--- config.mk ---
export PLATFORM = sky130hd
export DESIGN_NAME = prbs_server
export DESIGN_NICKNAME = d
export VERILOG_FILES = /design/src/rtl/prbs_pkg.sv /design/src/rtl/lfsr11.sv /design/src/rtl/prbs_server.sv
export SDC_FILE = /design/constraint.sdc
export NUM_CORES = 1
export LEC_CHECK = 0
export ABC_AREA = 1
export CORE_AREA = 2 2 60 62
export DETAILED_ROUTE_END_ITERATION = 8
export DIE_AREA = 0 0 62 64
export PLACE_DENSITY = 0.84
export SLEW_MARGIN = 20
export SYNTH_ARGS = -nofsm -noshare
export SYNTH_HDL_FRONTEND = slang
export SYNTH_SLANG_ARGS = --single-unit
export TNS_END_PERCENT = 10
--- constraint.sdc ---
create_clock -name Clock -period 4.65 [get_ports Clock]
set_input_delay 0.93 -clock Clock [delete_from_list [all_inputs] [get_ports Clock]]
set_output_delay 0.93 -clock Clock [all_outputs]
set_load 0.02 [all_outputs]
--- src/rtl/prbs_pkg.sv ---
// Shared constants, state type and seed helper for the PRBS word server.
package prbs_pkg;

    localparam int unsigned LFSR_W = 11;
    localparam logic [LFSR_W-1:0] LFSR_LOCKUP = 11'h7FF;
    localparam int unsigned TAP_A = 0;
    localparam int unsigned TAP_B = 2;

    typedef enum logic {
        StFill,
        StReady
    } state_e;

    // The all-ones state is a fixed point of the XNOR feedback, so never load it.
    function automatic logic [LFSR_W-1:0] sanitise_seed(input logic [LFSR_W-1:0] seed);
        return (seed == LFSR_LOCKUP) ? '0 : seed;
    endfunction

endpackage

--- src/rtl/lfsr11.sv ---
// 11-bit right-shifting XNOR LFSR with step enable and synchronous seed load.
module lfsr11
    import prbs_pkg::*;
(
    input  logic              Clock,
    input  logic              nReset,
    input  logic              Step,
    input  logic              Load,
    input  logic [LFSR_W-1:0] Seed,
    output logic [LFSR_W-1:0] Q
);

    logic [LFSR_W-1:0] q_q, q_d;

    always_comb begin
        q_d = q_q;
        if (Load) begin
            q_d = sanitise_seed(Seed);
        end else if (Step) begin
            q_d = {q_q[TAP_A] ^ ~q_q[TAP_B], q_q[LFSR_W-1:1]};
        end
    end

    always_ff @(posedge Clock or negedge nReset) begin
        if (!nReset) begin
            q_q <= '0;
        end else begin
            q_q <= q_d;
        end
    end

    assign Q = q_q;

endmodule

--- src/rtl/prbs_server.sv ---
// Assembles W-bit words from an LFSR two bits per cycle and hands each word to one
// requester via round-robin arbitration with a registered one-cycle Ack.
module prbs_server
    import prbs_pkg::*;
#(
    parameter int unsigned NREQ = 4,
    parameter int unsigned W    = 8
) (
    input  logic              Clock,
    input  logic              nReset,
    input  logic [NREQ-1:0]   Req,
    output logic [NREQ-1:0]   Ack,
    output logic [W-1:0]      Data,
    input  logic              SeedLoad,
    input  logic [LFSR_W-1:0] Seed,
    output logic              Avail
);

    localparam int unsigned Steps = W / 2;
    localparam int unsigned CntW  = (Steps > 1) ? $clog2(Steps) : 1;
    localparam int unsigned IdxW  = $clog2(NREQ);
    localparam logic [CntW-1:0] CntLast = CntW'(Steps - 1);
    localparam logic [IdxW-1:0] IdxMax  = IdxW'(NREQ - 1);

    state_e            state_q, state_d;
    logic [CntW-1:0]   cnt_q, cnt_d;
    logic [W-1:0]      buf_q, buf_d;
    logic [W-1:0]      data_q, data_d;
    logic [NREQ-1:0]   ack_q, ack_d;
    logic [IdxW-1:0]   last_q, last_d;

    logic              step;
    logic [LFSR_W-1:0] lfsr_q;
    logic [1:0]        ran;
    logic              grant_found;
    logic [IdxW-1:0]   grant_idx;
    logic              unused_lfsr;

    lfsr11 u_lfsr (
        .Clock  (Clock),
        .nReset (nReset),
        .Step   (step),
        .Load   (SeedLoad),
        .Seed   (Seed),
        .Q      (lfsr_q)
    );

    assign ran         = lfsr_q[1:0];
    assign unused_lfsr = ^lfsr_q[LFSR_W-1:2];

    function automatic logic [IdxW-1:0] rr_index(input logic [IdxW-1:0] base,
                                                 input int unsigned off);
        int unsigned c;
        c = (32'(base) + off) % NREQ;
        return IdxW'(c);
    endfunction

    // Search starts one past the previous winner so every requester gets a turn.
    always_comb begin
        grant_found = 1'b0;
        grant_idx   = last_q;
        for (int unsigned i = 1; i <= NREQ; i++) begin
            if (!grant_found && Req[rr_index(last_q, i)]) begin
                grant_found = 1'b1;
                grant_idx   = rr_index(last_q, i);
            end
        end
    end

    always_comb begin
        state_d = state_q;
        cnt_d   = cnt_q;
        buf_d   = buf_q;
        data_d  = data_q;
        ack_d   = '0;
        last_d  = last_q;
        step    = 1'b0;

        if (SeedLoad) begin
            state_d = StFill;
            cnt_d   = '0;
            buf_d   = '0;
        end else begin
            unique case (state_q)
                StFill: begin
                    step  = 1'b1;
                    buf_d = {ran, buf_q[W-1:2]};
                    if (cnt_q == CntLast) begin
                        state_d = StReady;
                        cnt_d   = '0;
                    end else begin
                        cnt_d = cnt_q + 1'b1;
                    end
                end
                StReady: begin
                    if (grant_found) begin
                        ack_d[grant_idx] = 1'b1;
                        data_d           = buf_q;
                        last_d           = grant_idx;
                        cnt_d            = '0;
                        state_d          = StFill;
                    end
                end
                default: state_d = StFill;
            endcase
        end
    end

    always_ff @(posedge Clock or negedge nReset) begin
        if (!nReset) begin
            state_q <= StFill;
            cnt_q   <= '0;
            buf_q   <= '0;
            data_q  <= '0;
            ack_q   <= '0;
            last_q  <= IdxMax;
        end else begin
            state_q <= state_d;
            cnt_q   <= cnt_d;
            buf_q   <= buf_d;
            data_q  <= data_d;
            ack_q   <= ack_d;
            last_q  <= last_d;
        end
    end

    assign Ack   = ack_q;
    assign Data  = data_q;
    assign Avail = (state_q == StReady);

endmodule

==> results.md <==
- Reg power frac: 0.381
- Root Driver: clkbuf_4
- Switching Power: roughly 0.00046 W
- Initial core utilization: 0.549
- Max-slew headroom: 0.622
- Global-route wire length before repair: around 5600 um
- Status: complete, no violations
- Pin count of the biggest net entering global routing: 37
- Via/cell ratio: between 5 and 6
- Comb pwr share: 0.464
- Antenna Cells: 0
- FF/Latch Area: approximately 900 um2
- Most common cell after layout, fill and taps aside: nand2_1
- Worst reg2reg startpoint: last_q[0]$_DFFE_PN1P_
- CTS buffer count: 5
- Initial antenna violation count: 0
- Final-layout fill cell count: ~260
- # IOs: 31
- Crit Path Max Fanout: 20
- Top Metal Used: met4
- Die Y-Extent: ~64 um
- Synth warnings: 0
- Clk slew on worst S/H paths: approximately 110 ps
- Clk sink count: 36
- M1 WL: roughly 1500 um
- Hold slack final: between 400 and 500 ps
- Power Density: between 500 and 600 mW/mm2
- Clock insertion delay at the later pin of the skew report: 350 ps
- Fmax: between 400 and 500 MHz
- Yosys cell types: 25
- # setup viols final: 0
- Internal power: between 0.0006 and 0.0007 W
- Clock tree buffer depth: 2
- Area of the multi-input gates: between 700 and 800 um2
- IO buf count: 30
- Share of cells above drive strength 1: 0.159
- Hold Path Class: reg2reg
- #FFs+latches synth: 36
- Commonest cells after routing, fill and taps aside: nand2_1 (61), dfrtp_1 (34), clkdlybuf4s50_1 (30), inv_1 (17), o22ai_1 (13)
- Post-Layout Cell Count: 285
- Grt ovf: 0
- Critical path arrival: approximately 2600 ps
- Gpl congestion: approximately 0.86
- Final nets: around 260
- Tcrit/Tclk final: 0.512
- RSZ-0062 raised after global routing: no
- Pin slew with the least headroom to its limit: ~570 ps
- Clk pwr share: 0.156
- Kind of end point of the critical path: flop
- Fin Setup TNS: 0 ps
- # placed instances: approximately 280
- Post-Syn Area: around 0.0018 mm2
- Worst setup path class: in2reg
- Post-CTS Hold Fix Bufs: 0
- Setup bufs post-CTS: 0
- Synth top area cells: dfrtp_1 (47%), nand2_1 (13%), o22ai_1 (4.5%)
- Total track usage: 0.194
- Die W: slightly above 60 um
- R2R setup slack: about 2800 ps
- # H-tree levels: 2
- Met3 wire len: approximately 150 um
- WL final: approximately 3200 um
- CP startpoint: SeedLoad
- Min Tclk post-route: approximately 2400 ps
- Maximum VDD drop: roughly 0.23 mV
- Clk_skew: ~14 ps
- Startpoint class of the critical path: primary input
- Syn avg cell area: 8.67 um2
- Cells on worst reg2reg path: 11
- Lkg Pwr: 1.05 nW
- Final hold violation count: 0
- Initial DRC count: 58
- Required @ worst endpoint: between 4000 and 5000 ps
- Critical R2R Capture: Ack[1]$_DFF_PN0_
- Met2 WL: 1490 um
- Register area share after synthesis: 0.501
- Row count: 21
- Die area: 0.00397 mm2
- Leading area contributor after synthesis: dfrtp_1
- Cts repair resizes: 0
- Avg WL per Cell: approximately 11 um
- Number of global-route vias before repair: 1338
- First-pass DRT Iterations: 4
- Sw Share: 0.410
- CP Capture Point: cnt_q[0]$_DFFE_PN0P_
- CTS tree: done
- Residual DRC: 0
- Detailed placement HPWL: around 2200 um
- Synth top area share: 0.472
- Gate count of the mapped netlist: around 210
- Area delta synth->final: 20.5%
- Routed Antenna Nets: 0
- Maximum Capacitance Violations: 0
- Core area: 0.00328 mm2
- Post-synthesis net count: 227
- Final Slew Violations: 0
- Vias: 1460
## power by group through the flow
| stage | sequential (W) | clock, W | combinational (W) |
|---|---|---|---|
| after floorplan | 0.000443 | 0 | 0.000390 |
| after CTS | 0.000428 | 0.000178 | 0.000525 |
| final | 0.000428 | 0.000175 | 0.000521 |
| after detailed placement | 0.000434 | 0 | 0.000523 |
| after global routing | 0.000435 | 0.000192 | 0.000592 |
| after global placement | 0.000432 | 0 | 0.000516 |
## through the flow
stage	setup WS (ps)	instance area (um2)	total power [W]	util
3_3_place_gp	2010	2110	0.000947	0.643
6_report	2270	2170	0.00112	0.662
3_5_place_dp	1940	2110	0.000956	0.643
5_1_grt	2140	2170	0.00122	0.662
4_1_cts	2280	2170	0.00113	0.662
2_1_floorplan	2790	1800	0.000833	-
## registers in the layout (all words and copies together), names as in the netlist
name	count
last_q	2
Data	8
buf_q	8
cnt_q	2
Avail	1
u_lfsr.Q	11
Ack	4
## Yosys cell counts
library cell,count
nand3_1,12
o211ai_1,1
buf_6,1
nand2_2,11
o22ai_1,13
inv_1,17
nor2_1,11
o21ai_0,6
dfrtp_1,34
buf_4,1
buf_1,1
inv_2,2
o21a_1,1
dfstp_2,2
nand3b_4,1
nand4_1,4
inv_6,1
nand2_4,4
nand2_1,61
clkbuf_1,4
buf_12,1
o21ai_2,8
ha_1,1
a21oi_1,9
nor2_8,1
## logic make-up (layout without fill, tap and decap cells)
| logic type | after synthesis | count (layout) | share of synthesized area |
|---|---|---|---|
| and+or+nand+nor | 105 | 105 | 0.282 |
| buffers and inverters | 28 | 59 | 0.0763 |
| adders and majority gates | 1 | 1 | 0.00693 |
| AOI/OAI and AO/OA | 38 | 38 | 0.134 |
| DFF | 36 | 36 | 0.501 |
## critical path, stage by stage
cell and delay (ps):
clkdlybuf4s50_1 720, nor2_1 180, inv_1 460, nor2_1 140
nand2_1 90, o21ai_0 70
## final cells by class
cell class / instances / share of cell area
well taps: 46 / 0.0265
inverters: 20 / 0.0368
multi-input cells: 144 / 0.351
flip-flops and latches: 36 / 0.415
repair buffers: 31 / 0.142
clock buffers: 7 / 0.0253
clock inverters: 1 / 0.00345
## worst min-delay path by stage
stage               slack [ps]                  from                    to  cells after the start
finish                     490  cnt_q[1]$_DFFE_PN0P_  cnt_q[1]$_DFFE_PN0P_                      2
global route               520   Data[2]$_DFFE_PN0P_   Data[2]$_DFFE_PN0P_                      2
CTS                        490  cnt_q[1]$_DFFE_PN0P_  cnt_q[1]$_DFFE_PN0P_                      2
detailed placement         460  cnt_q[1]$_DFFE_PN0P_  cnt_q[1]$_DFFE_PN0P_                      2
global placement           470   Data[3]$_DFFE_PN0P_   Data[3]$_DFFE_PN0P_                      2
floorplan                  450  cnt_q[1]$_DFFE_PN0P_  cnt_q[1]$_DFFE_PN0P_                      2
## per-layer routing
layer,vias to the layer above,GRT usage
met4,0,0.0957
met1,672,0.242
met3,10,0.0567
met5,-,0
met2,38,0.298
li1,740,-
(Power assumes the default switching activity.)
